`src/rtl/loader_pkg.sv`:
```
// Shared types and constants for the program-ROM loader and its write sequencer.
// State predicates live here so the loader and its output registers decode states the same way.
package loader_pkg;

    typedef enum logic [3:0] {
        IDLE,
        HDR,
        EDIT_ON,
        WAIT_BYTE,
        SETUP,
        STROBE,
        RELEASE,
        WAIT_SUM,
        EDIT_OFF,
        RUN_P,
        DONE,
        ERR
    } loader_state_t;

    typedef enum logic [1:0] {
        SEQ_IDLE,
        SEQ_SETUP,
        SEQ_STROBE,
        SEQ_RELEASE
    } seq_state_t;

    localparam logic [1:0] ERR_NONE  = 2'd0;
    localparam logic [1:0] ERR_COUNT = 2'd1;
    localparam logic [1:0] ERR_SUM   = 2'd2;
    localparam logic [1:0] ERR_ABORT = 2'd3;

    localparam int unsigned BYTES_PER_INSTR = 4;

    function automatic logic is_busy(input loader_state_t st);
        return !(st inside {IDLE, DONE, ERR});
    endfunction

    function automatic logic takes_data(input loader_state_t st);
        return st inside {HDR, WAIT_BYTE, WAIT_SUM};
    endfunction

    // edit covers one cycle ahead of the first byte until the checksum is taken
    function automatic logic in_edit_window(input loader_state_t st);
        return st inside {EDIT_ON, WAIT_BYTE, SETUP, STROBE, RELEASE, WAIT_SUM};
    endfunction

endpackage

```
`src/rtl/rom_write_sequencer.sv`:
```
// Turns a one-cycle write request into the ROM setup / strobe / release sequence.
// send is registered; done is high during the release cycle.
module rom_write_sequencer
    import loader_pkg::*;
(
    input  logic clk,
    input  logic rst_n,
    input  logic req,
    input  logic clear,
    output logic send,
    output logic done
);

    seq_state_t seq_q, seq_d;
    logic       send_q;

    always_comb begin
        seq_d = seq_q;
        case (seq_q)
            SEQ_IDLE:    if (req) seq_d = SEQ_SETUP;
            SEQ_SETUP:   seq_d = SEQ_STROBE;
            SEQ_STROBE:  seq_d = SEQ_RELEASE;
            SEQ_RELEASE: seq_d = SEQ_IDLE;
            default:     seq_d = SEQ_IDLE;
        endcase
        if (clear) seq_d = SEQ_IDLE;
    end

    always_ff @(posedge clk or negedge rst_n) begin
        if (!rst_n) begin
            seq_q  <= SEQ_IDLE;
            send_q <= 1'b0;
        end else begin
            seq_q  <= seq_d;
            send_q <= (seq_d == SEQ_STROBE);
        end
    end

    assign send = send_q;
    assign done = (seq_q == SEQ_RELEASE);

endmodule

```
`src/rtl/rom_program_loader.sv`:
```
// Loads a framed byte stream (count, 4N program bytes, XOR checksum) into the CPU program ROM
// through its edit/unit/code/send port, then optionally pulses run.
module rom_program_loader
    import loader_pkg::*;
#(
    parameter int unsigned MAX_INSTR = 64,
    parameter bit          AUTO_RUN  = 1'b1
) (
    input  logic       clk,
    input  logic       rst_n,
    input  logic       start,
    input  logic       abort,
    input  logic [7:0] s_data,
    input  logic       s_valid,
    output logic       s_ready,
    output logic       edit,
    output logic [7:0] unit,
    output logic [7:0] code,
    output logic       send,
    output logic       run,
    output logic       busy,
    output logic       done,
    output logic       err,
    output logic [1:0] err_code
);

    loader_state_t state_q, state_d;

    logic [7:0] addr_q, addr_d;
    logic [8:0] total_q, total_d;
    logic [7:0] sum_q, sum_d;
    logic       sum_ok_q, sum_ok_d;
    logic [7:0] unit_q, unit_d;
    logic [7:0] code_q, code_d;
    logic [1:0] err_code_q, err_code_d;

    logic s_ready_q, edit_q, run_q, busy_q, done_q, err_q;

    logic accept;
    logic wr_req;
    logic wr_clear;
    logic wr_done;
    logic seq_send;

    assign accept = s_valid && s_ready_q;

    always_comb begin
        state_d    = state_q;
        addr_d     = addr_q;
        total_d    = total_q;
        sum_d      = sum_q;
        sum_ok_d   = sum_ok_q;
        unit_d     = unit_q;
        code_d     = code_q;
        err_code_d = err_code_q;
        wr_req     = 1'b0;
        wr_clear   = 1'b0;

        case (state_q)
            IDLE: begin
                if (start) begin
                    state_d = HDR;
                    addr_d  = 8'd0;
                    sum_d   = 8'd0;
                end
            end
            HDR: begin
                if (accept) begin
                    if (s_data == 8'd0 || 32'(s_data) > MAX_INSTR) begin
                        state_d    = ERR;
                        err_code_d = ERR_COUNT;
                    end else begin
                        total_d = 9'(32'(s_data) * BYTES_PER_INSTR);
                        state_d = EDIT_ON;
                    end
                end
            end
            EDIT_ON: state_d = WAIT_BYTE;
            WAIT_BYTE: begin
                if (accept) begin
                    code_d  = s_data;
                    unit_d  = addr_q;
                    sum_d   = sum_q ^ s_data;
                    wr_req  = 1'b1;
                    state_d = SETUP;
                end
            end
            SETUP:  state_d = STROBE;
            STROBE: state_d = RELEASE;
            RELEASE: begin
                if (wr_done) begin
                    addr_d = addr_q + 8'd1;
                    // 9-bit compare: a full 64-instruction program ends at 256
                    if ({1'b0, addr_q} + 9'd1 == total_q) begin
                        state_d = WAIT_SUM;
                    end else begin
                        state_d = WAIT_BYTE;
                    end
                end
            end
            WAIT_SUM: begin
                if (accept) begin
                    sum_ok_d = (s_data == sum_q);
                    state_d  = EDIT_OFF;
                end
            end
            EDIT_OFF: begin
                if (!sum_ok_q) begin
                    state_d    = ERR;
                    err_code_d = ERR_SUM;
                end else if (AUTO_RUN) begin
                    state_d = RUN_P;
                end else begin
                    state_d = DONE;
                end
            end
            RUN_P: state_d = DONE;
            DONE, ERR: begin
                if (start) begin
                    state_d    = HDR;
                    addr_d     = 8'd0;
                    sum_d      = 8'd0;
                    err_code_d = ERR_NONE;
                end
            end
            default: state_d = IDLE;
        endcase

        // abort outranks start and any in-flight ROM write
        if (abort && is_busy(state_q)) begin
            state_d    = ERR;
            err_code_d = ERR_ABORT;
            wr_req     = 1'b0;
            wr_clear   = 1'b1;
        end
    end

    always_ff @(posedge clk or negedge rst_n) begin
        if (!rst_n) begin
            state_q    <= IDLE;
            addr_q     <= 8'd0;
            total_q    <= 9'd0;
            sum_q      <= 8'd0;
            sum_ok_q   <= 1'b0;
            unit_q     <= 8'd0;
            code_q     <= 8'd0;
            err_code_q <= ERR_NONE;
            s_ready_q  <= 1'b0;
            edit_q     <= 1'b0;
            run_q      <= 1'b0;
            busy_q     <= 1'b0;
            done_q     <= 1'b0;
            err_q      <= 1'b0;
        end else begin
            state_q    <= state_d;
            addr_q     <= addr_d;
            total_q    <= total_d;
            sum_q      <= sum_d;
            sum_ok_q   <= sum_ok_d;
            unit_q     <= unit_d;
            code_q     <= code_d;
            err_code_q <= err_code_d;
            s_ready_q  <= takes_data(state_d);
            edit_q     <= in_edit_window(state_d);
            run_q      <= (state_d == RUN_P);
            busy_q     <= is_busy(state_d);
            done_q     <= (state_d == DONE);
            err_q      <= (state_d == ERR);
        end
    end

    rom_write_sequencer u_seq (
        .clk   (clk),
        .rst_n (rst_n),
        .req   (wr_req),
        .clear (wr_clear),
        .send  (seq_send),
        .done  (wr_done)
    );

    assign s_ready  = s_ready_q;
    assign edit     = edit_q;
    assign unit     = unit_q;
    assign code     = code_q;
    assign send     = seq_send;
    assign run      = run_q;
    assign busy     = busy_q;
    assign done     = done_q;
    assign err      = err_q;
    assign err_code = err_code_q;

endmodule

```
`config.mk`:
```
export PLATFORM = sky130hd
export DESIGN_NAME = rom_program_loader
export DESIGN_NICKNAME = d
export VERILOG_FILES = /design/src/rtl/loader_pkg.sv /design/src/rtl/rom_write_sequencer.sv /design/src/rtl/rom_program_loader.sv
export SDC_FILE = /design/constraint.sdc
export NUM_CORES = 1
export LEC_CHECK = 0
export BUFFER_PORTS_ARGS = -buffer_cell sky130_fd_sc_hd__buf_2
export CAP_MARGIN = 20
export CORE_MARGIN = 10
export CORE_UTILIZATION = 30
export DETAILED_ROUTE_END_ITERATION = 8
export PLACE_DENSITY_LB_ADDON = 0.05
export SLEW_MARGIN = 40
export SYNTH_ARGS = -nofsm -noshare
export SYNTH_HDL_FRONTEND = slang
export SYNTH_SLANG_ARGS = --single-unit
```
`constraint.sdc`:
```
create_clock -name clk -period 1.9 [get_ports clk]
set_input_delay 0.095 -clock clk [delete_from_list [all_inputs] [get_ports clk]]
set_output_delay 0.095 -clock clk [all_outputs]
set_load 0.03 [all_outputs]
```
After elaboration in Yosys (flattened, before gate mapping). Index checks and enable logic that the tools add are counted. Widths: inputs -> output; s select.

Bits in registers: 55. Logic and storage cells: 107.

Mux-type cells: 28. Equality and inequality tests: 34. Add/subtract/negate cells: 2. Reductions and logical operators: 24. Bitwise operators: 2. Magnitude comparators: 1.

Operators by type and width (count): $pmux 4 s10 (1); $eq 4x3->1 const B (8); $pmux 8 s2 (2); $eq 4x4->1 const B (7); $mux 4 (7); $mux 8 (3); $eq 4x2->1 const B (4); $mux 2 (8); $ne 3x3->1 const B (4); $add 8x1->9 const B (1); $eq 9x9->1 (1); $reduce_and 3->1 (3); $reduce_bool 3->1 (3); $add 8x1->8 const B (1); $eq 4x1->1 const B (2); $eq 8x8->1 (1); $gt 8x7->1 const B (1); $logic_not 4->1 (2); $logic_not 8->1 (1); $pmux 2 s4 (1); $xor 8x8->8 (1); $eq 2x2->1 const B (3); $pmux 2 s3 (1); $reduce_bool 6->1 (1); other kinds (16) (24).

Longest topological paths before layout. Gate-level depths: netlist (run 1).

Depth after elaboration: 9. Gate-level depth with buffers: 8. Mapped depth without buffers: 7.

Hierarchy. A second synthesis (run 1) with hierarchy kept.

Cells, all modules: 317. Area, all modules: 2914.0 sq um.

By module, submodules not included: rom_program_loader (cells each 304, times used 1, area each 2756.4 sq um, seq. area each 1301.2 sq um); rom_write_sequencer (cells each 13, times used 1, area each 157.7 sq um, seq. area each 75.1 sq um).

Worst setup path before layout (run 1). Ideal clock, no wire load.

Path kind: flip-flop to flip-flop. Start point: register addr_q[0]. End point: register s_ready_q (netlist: s_ready). Setup time: 0.132 ns. Arrival: 1.996 ns. Stages on the path, launching flop included: 7. Data required time: 1.768 ns. Path slack: -0.228 ns. Path buffers: 0. Clock period less this slack: 2.128 ns. Cells stage by stage: dfrtp_1 -> ha_1 -> or4_1 -> o22a_1 -> a211o_1 -> o31ai_4 -> a211oi_1.

Cells in the longest elaborated chain, start to end: 8. Elaborated cells on any way between the ends: 10. Those cells by class: add/sub (1); eq/ne (4); mux (4); reduce/logical (1).

RTL lines: start: declaration (RTL line rom_program_loader.sv:29) `logic [7:0] addr_q, addr_d;`; start signal: assignment (RTL line rom_program_loader.sv:156) `addr_q <= addr_d;`; $add 8x1->9 (*) (RTL line rom_program_loader.sv:94) `if ({1'b0, addr_q} + 9'd1 == total_q) begin`; $eq 9x9->1 (*) (RTL line rom_program_loader.sv:94); $mux 3 (*) (RTL line rom_program_loader.sv:94); $mux 4 (*) (RTL line rom_program_loader.sv:91) `if (wr_done) begin`; $pmux 4 s10 (*) (RTL line rom_program_loader.sv:59) `case (state_q)`; $mux 4 (*) (RTL line rom_program_loader.sv:130) `if (abort && is_busy(state_q)) begin`; via state_d[2] (RTL line rom_program_loader.sv:27) `loader_state_t state_q, state_d;`; $eq 4x1->1 (tied with other cells) (RTL line loader_pkg.sv:39) `return st inside {HDR, WAIT_BYTE, WAIT_SUM};`; $reduce_bool 3->1 (*) (RTL line loader_pkg.sv:39); end signal: assignment (RTL line rom_program_loader.sv:163) `s_ready_q <= takes_data(state_d);`; end: declaration (RTL line rom_program_loader.sv:37) `logic s_ready_q, edit_q, run_q, busy_q, done_q, err_q;`.

Mark *: on every way through the listed nets, which the timed path passes. The rest lies on a longest branch. A chain may end at the register's enable or synchronous reset.

Worst setup path after layout (run 1). Same ends and word-level chain as after synthesis.

==> results_dict.tcl, run 1 <==
set metrics [dict create \
    die_area_mm2 0.0142 \
    power.density_mw_per_mm2 1290 \
    routed_wl_mm 8.25 \
    rsz0062_at_grt "yes" \
    drv_cap 0 \
    vias_per_cell 4.79 \
    combinationalPowerShare_pct 50.6 \
    drtPass1Iterations 4 \
    layout.nets 410 \
    period_needed_ps 1990 \
    multiInputGateArea_mm2 0.00156 \
    regArea_mm2 0.00138 \
    grt-ovfl-total 0 \
    syn_area_mm2 0.00296 \
    port_buffers 37 \
    ys_seq_elements 55 \
    clkLatencyLatePin_ps 320 \
    max_slew_margin_pct 58.8 \
    final_cell_mix "dfrtp_1 (55), buf_4 (43), buf_2 (37)" \
    syn_area_per_cell_um2 9.37 \
    syn2layout_area_growth_pct 29.2 \
    antenna_found_initial 0 \
    drt-initial-drc-count 131 \
    rows 36 \
    p_leak_uw 0.00177 \
    grt_usage_pct 11.7 \
    max-vdd-ir-drop_mv 0.505 \
    cts_buffers 5 \
    synth_edf_count 0 \
    fill_cells 986 \
    root_buffer "clkbuf_8" \
    setup_violations 1 \
    clock-sinks 55 \
    place_congestion 0.813 \
    criticalPathCategory "flip-flop to flip-flop" \
    clkPwrFrac_pct 14.5 \
    grt_pass1_wl_mm 13.6 \
    startpoint_type "flip-flop" \
    final_common_cell "dfrtp_1" \
    synth-seq-area-share_pct 46.5 \
    required_ps 2100 \
    setup_slack_ps -86.6 \
    cts_buffer_depth 2 \
    drive_above_1_share_pct 32.2 \
    synthCells 316 \
    worstRegToRegCells 6 \
    end_kind "flip-flop" \
    vias 2522 \
    status "finished with violations" \
    drc 0 \
    grt_max_degree 33 \
    cts.htree.levels 2 \
    async_reset_ff_share_pct 100 \
    die_y_um 119 \
    synth.distinct_cells 53 \
    hold_path.class "input port to flip-flop" \
    finClkSkew_ps 11.3 \
    power_frac_seq_pct 34.9 \
    hold_violations 0 \
    hpwl_mm 6.13 \
    ant_nets 0 \
    place_inst 516 \
    finalNonFillerCells 527 \
    ys.flop_type "dfrtp_1" \
    violations "negative setup slack" \
    start_util_pct 30.6 \
    tightest_slew_ps 618 \
    core_area_mm2 0.00968 \
    p_sw_uw 2120 \
    crit_arrival_ps 2190 \
    utilization_pct 39.5 \
    antenna_cells 0 \
    cts.clk_slew.worst_paths_ps 100 \
    drv_slew 0 \
    yosysWarningCount 0 \
    wl_per_cell_um 15.7 \
    io_pins 38 \
    swShare_pct 43.0 \
    cts_tree "yes" \
    die_width_um 119 \
    finalCritPeriodShare_pct 105 \
    cp_max_fo 4 \
    hold_depth 3 \
    intPower_uw 2810 \
    synthesis.nets 333 \
    max_freq_mhz 503 \
    grt_pass1_vias 2581 \
]
==> layer usage <==
layer	share of wire [%]	global-route usage, %
met4	0.56	3.17
met2	46	17.8
met5	0	0
met1	50	15.9
met3	4.0	3.02
==> flip-flops by register name, indices dropped and copies added, names as in the netlist <==
signal and cells:
edit 1, u_seq.seq_q 2, total_q 7, run 1, busy 1, addr_q 8
sum_ok_q 1, unit 8, err_code 2, state_q 4, sum_q 8, code 8
u_seq.send 1, done 1, err 1, s_ready 1
==> synth_stat cells, drive strengths merged, types with 3 or more instances <==
master,instances,area share [%]
mux2,17,6.5
dfrtp,55,46
ha,4,1.7
o22ai,3,0.63
nand4,4,0.84
nand2b,5,1.1
inv,16,2.0
and2,6,1.3
or3,5,1.1
buf,3,0.72
a21oi,16,2.7
nor3,8,1.4
o21ai,42,7.1
a21boi,3,0.76
clkbuf,11,1.4
xnor2,4,1.2
nor4b,3,0.89
o31ai,4,1.5
nand3,8,1.4
nor4,4,0.84
xor2,12,3.5
nor2,15,1.9
nand2,36,4.6
==> cell type report <==
| cell class | count | share of cell area (%) |
|---|---|---|
| multi-input combinational | 231 | 40.7 |
| sequential | 55 | 36.0 |
| timing repair buffer | 84 | 14.9 |
| tap | 133 | 4.35 |
| clock buffer | 7 | 2.26 |
| inverter | 16 | 1.57 |
| clock inverter | 1 | 0.229 |
==> cells by family (layout without fill, tap and decap cells) <==
logic type / count (synthesis) / in the layout / share of synthesized area (%)
flops: 55 / 55 / 46.5
compound gates: 88 / 88 / 18.2
simple gates: 105 / 105 / 18.0
buf+inv: 30 / 108 / 4.14
xor+xnor: 16 / 16 / 4.73
fa+ha+maj: 4 / 4 / 1.69
mux: 18 / 18 / 6.80
==> worst max-delay path, stage by stage (launching register included) <==
cell and delay [ps]:
dfrtp_1 440, ha_4 190, or4_1 460, o22a_1 210, a211o_1 290, o31ai_4 190, a211oi_1 100
==> power by group through the flow <==
stage | sequential [µW] | clock (µW) | combinational, µW
after floorplan | 2130 | 0 | 1130
after global placement | 1740 | 0 | 2410
after detailed placement | 1750 | 0 | 2400
after CTS | 1730 | 754 | 2410
after global routing | 1770 | 801 | 2760
final | 1720 | 716 | 2490
==> final timing paths <==
path | start | end | slack (ps)
setup reg to reg | addr_q[0] | s_ready | -90
max in group asynchronous | rst_n | total_q[3] | 980
hold reg to reg | sum_q[1] | sum_q[1] | 500
setup / recovery | addr_q[0] | s_ready | -90
min in group asynchronous | rst_n | addr_q[7] | 320
hold / removal | s_data[7] | sum_q[7] | 60
==> per-stage QoR <==
step	total power (µW)	setup TNS, ps	hold WS (ps)	area (µm²)	setup slack (ps)
after floorplan	3270	-71.5	-201	2970	-71.5
after global placement	4160	-139	139	3610	-94.4
after detailed placement	4150	-219	150	3610	-127
after CTS	4890	-102	53.5	3720	-102
after global routing	5340	-169	71.6	3820	-159
final	4930	-86.6	63.4	3820	-86.6
==> repair_timing <==
action,in CTS,in global routing
setup endpoints to repair,2,30
hold buffers,1,0
buffers inserted,0,2
resized for setup,0,21
pin swaps,1,0
endpoints found under the hold margin,23,0
No activity file was read; power rests on OpenSTA's default activity.
==> run 2: changes to the inputs <==
Settings changed: ABC_AREA set to 1, CORE_ASPECT_RATIO set to 1.5, CTS_BUF_LIST set to sky130_fd_sc_hd__clkbuf_8 sky130_fd_sc_hd__clkbuf_16.
==> results_dict.tcl, run 2 <==
set metrics [dict create \
    synth.largest_area_cell "dfrtp_1" \
    criticalPathCategory "flip-flop to flip-flop" \
    setup_violations 0 \
    worstRegToRegCells 14 \
    start_util_pct 30.9 \
    hold_depth 3 \
    routed_wl_mm 8.15 \
    crit_arrival_ps 2020 \
    cts.clk_slew.worst_paths_ps 70 \
    synth.distinct_cells 32 \
    synth-seq-area-share_pct 47.9 \
    clock-sinks 55 \
    die_width_um 99.9 \
    synth.top_cells.by_count "nand2_1 (96), dfrtp_1 (55), inv_1 (49)" \
    cts.htree.levels 2 \
    place_congestion 0.797 \
    syn_area_mm2 0.00287 \
    max_freq_mhz 548 \
    pre_cts_ws_ps 23.4 \
    p_leak_uw 0.00185 \
    port_buffers 37 \
    drv_cap 0 \
    ys.flop_type "dfrtp_1" \
    synth_edf_count 0 \
    core_area_mm2 0.00931 \
    wl_per_cell_um 14.9 \
    vias 2553 \
    yosys.cell_count.top_type "nand2_1" \
    cts_buffer_depth 2 \
    die_y_um 140 \
    cp_max_fo 4 \
    drv_slew 0 \
    end_kind "flip-flop" \
    drtPass1Iterations 4 \
    final_cell_mix "nand2_1 (95), dfrtp_1 (52), inv_1 (48)" \
    drc 0 \
    fill_cells 990 \
    vias_per_cell 4.68 \
    cts_tree "yes" \
    final_common_cell "nand2_1" \
    clkLatencyLatePin_ps 290 \
    place_inst 534 \
    layout.nets 450 \
    antenna_cells 0 \
    yosysWarningCount 0 \
    synthesis.nets 386 \
    synthTopCellsByArea "dfrtp_1 (48%), nand2_1 (13%), o21ai_0 (7.0%)" \
    finalNonFillerCells 546 \
    root_buffer "clkbuf_16" \
    max_slew_margin_pct 63.5 \
    io_pins 38 \
    rows 43 \
    grt-ovfl-total 0 \
    ant_nets 0 \
    die_area_mm2 0.0140 \
    syn_area_per_cell_um2 7.78 \
    ys_seq_elements 55 \
    setup_slack_ps 76.6 \
    hold_violations 0 \
    startpoint_type "flip-flop" \
    required_ps 2090 \
    grt_pass1_vias 2627 \
    finClkSkew_ps 5.18 \
    finalCritPeriodShare_pct 96.0 \
    regArea_mm2 0.00138 \
    power.density_mw_per_mm2 1640 \
    netlist.area_leader.share_pct 47.9 \
    max-vdd-ir-drop_mv 0.691 \
    drt-initial-drc-count 82 \
    tightest_slew_ps 546 \
    grt_max_degree 56 \
    hpwl_mm 6.38 \
    cts_buffers 5 \
    async_reset_ff_share_pct 100 \
    grt_usage_pct 12.0 \
    hold_path.class "input port to flip-flop" \
    period_needed_ps 1820 \
    antenna_found_initial 0 \
    synthCells 369 \
    grt_pass1_wl_mm 13.4 \
    drive_above_1_share_pct 24.0 \
    multiInputGateArea_mm2 0.00130 \
    rsz0062_at_grt "yes" \
    status "finished clean" \
    syn2layout_area_growth_pct 24.2 \
    utilization_pct 38.3 \
    fin_tns_setup_ps 0 \
]
-- run 2: cell types whose count changed after synthesis, sizes merged, moves of 6 or more --
cell and change:
nand2 +66, inv +38, nand3 +26, mux2 -17, nor2 +16, a21oi -12, clkbuf -7, and2 -6
xor2 -6
-- run 2: layout make-up --
class                      instances  share of cell area [%]
sequential                        55                    38.7
multi-input combinational        253                    36.4
timing repair buffer              64                    11.3
inverter                          54                    5.68
tap                              112                    3.93
clock buffer                       5                    3.51
clock inverter                     3                   0.456
-- run 2: timing repair --
item / 4_1_cts / 5_1_grt
gates resized for setup: 0 / 17
endpoints found under the setup margin: 0 / 24
endpoints found under the hold margin: 55 / 0
setup buffers: 0 / 2
hold buffers: 1 / 0
-- run 2: worst paths after layout --
| kind | end | startpoint | slack [ps] |
|---|---|---|---|
| min in group asynchronous | unit[1] | rst_n | 270 |
| worst max register to register | s_ready | addr_q[1] | 80 |
| max in group asynchronous | state_q[3] | rst_n | 1130 |
| worst min-delay path | code[1] | s_data[1] | 120 |
| worst min register to register | unit[2] | unit[2] | 480 |
| worst max-delay path | s_ready | addr_q[1] | 80 |
-- run 2: report_power, final --
group / total (µW) / internal, µW / switching, µW
combinational: 2990 / 1010 / 1980
clock: 906 / 483 / 423
sequential: 1950 / 1630 / 319
-- run 2: cell families after synthesis --
family	Yosys count	synth area share (%)
AND/OR/NAND/NOR	186	29.5
buffers and inverters	61	8.15
flip-flops	55	47.9
AO/OA/AOI/OAI	54	9.94
XOR/XNOR	9	2.75
adder cells (fa/ha/maj)	4	1.74
-- run 2: stage by stage --
stage,hold WS [ps],instance area (µm²),total power (µW)
6_report,121,3570,5850
4_1_cts,110,3490,5860
3_5_place_dp,302,3340,4920
2_1_floorplan,-201,2870,3910
5_1_grt,138,3570,6360
3_3_place_gp,305,3340,4920
-- run 2: worst max-delay path: stages (launching register included) --
cell	delay [ps]
dfrtp_1	420
ha_2	200
buf_4	150
nand4_1	100
nand2_1	90
nand2_1	60
nand4_1	90
nor2_1	100
nand2_1	70
nand2_1	60
nand2_1	70
nand2_1	80
nand2_2	70
o21bai_1	120
inv_1	50
-- run 2: layer usage --
metal	vias up	GRT usage (%)	routed length, µm
li1	1312	-	-
met1	1203	12.5	3170
met2	30	23.0	4670
met3	8	2.18	169
met4	0	4.16	143
met5	-	0	0
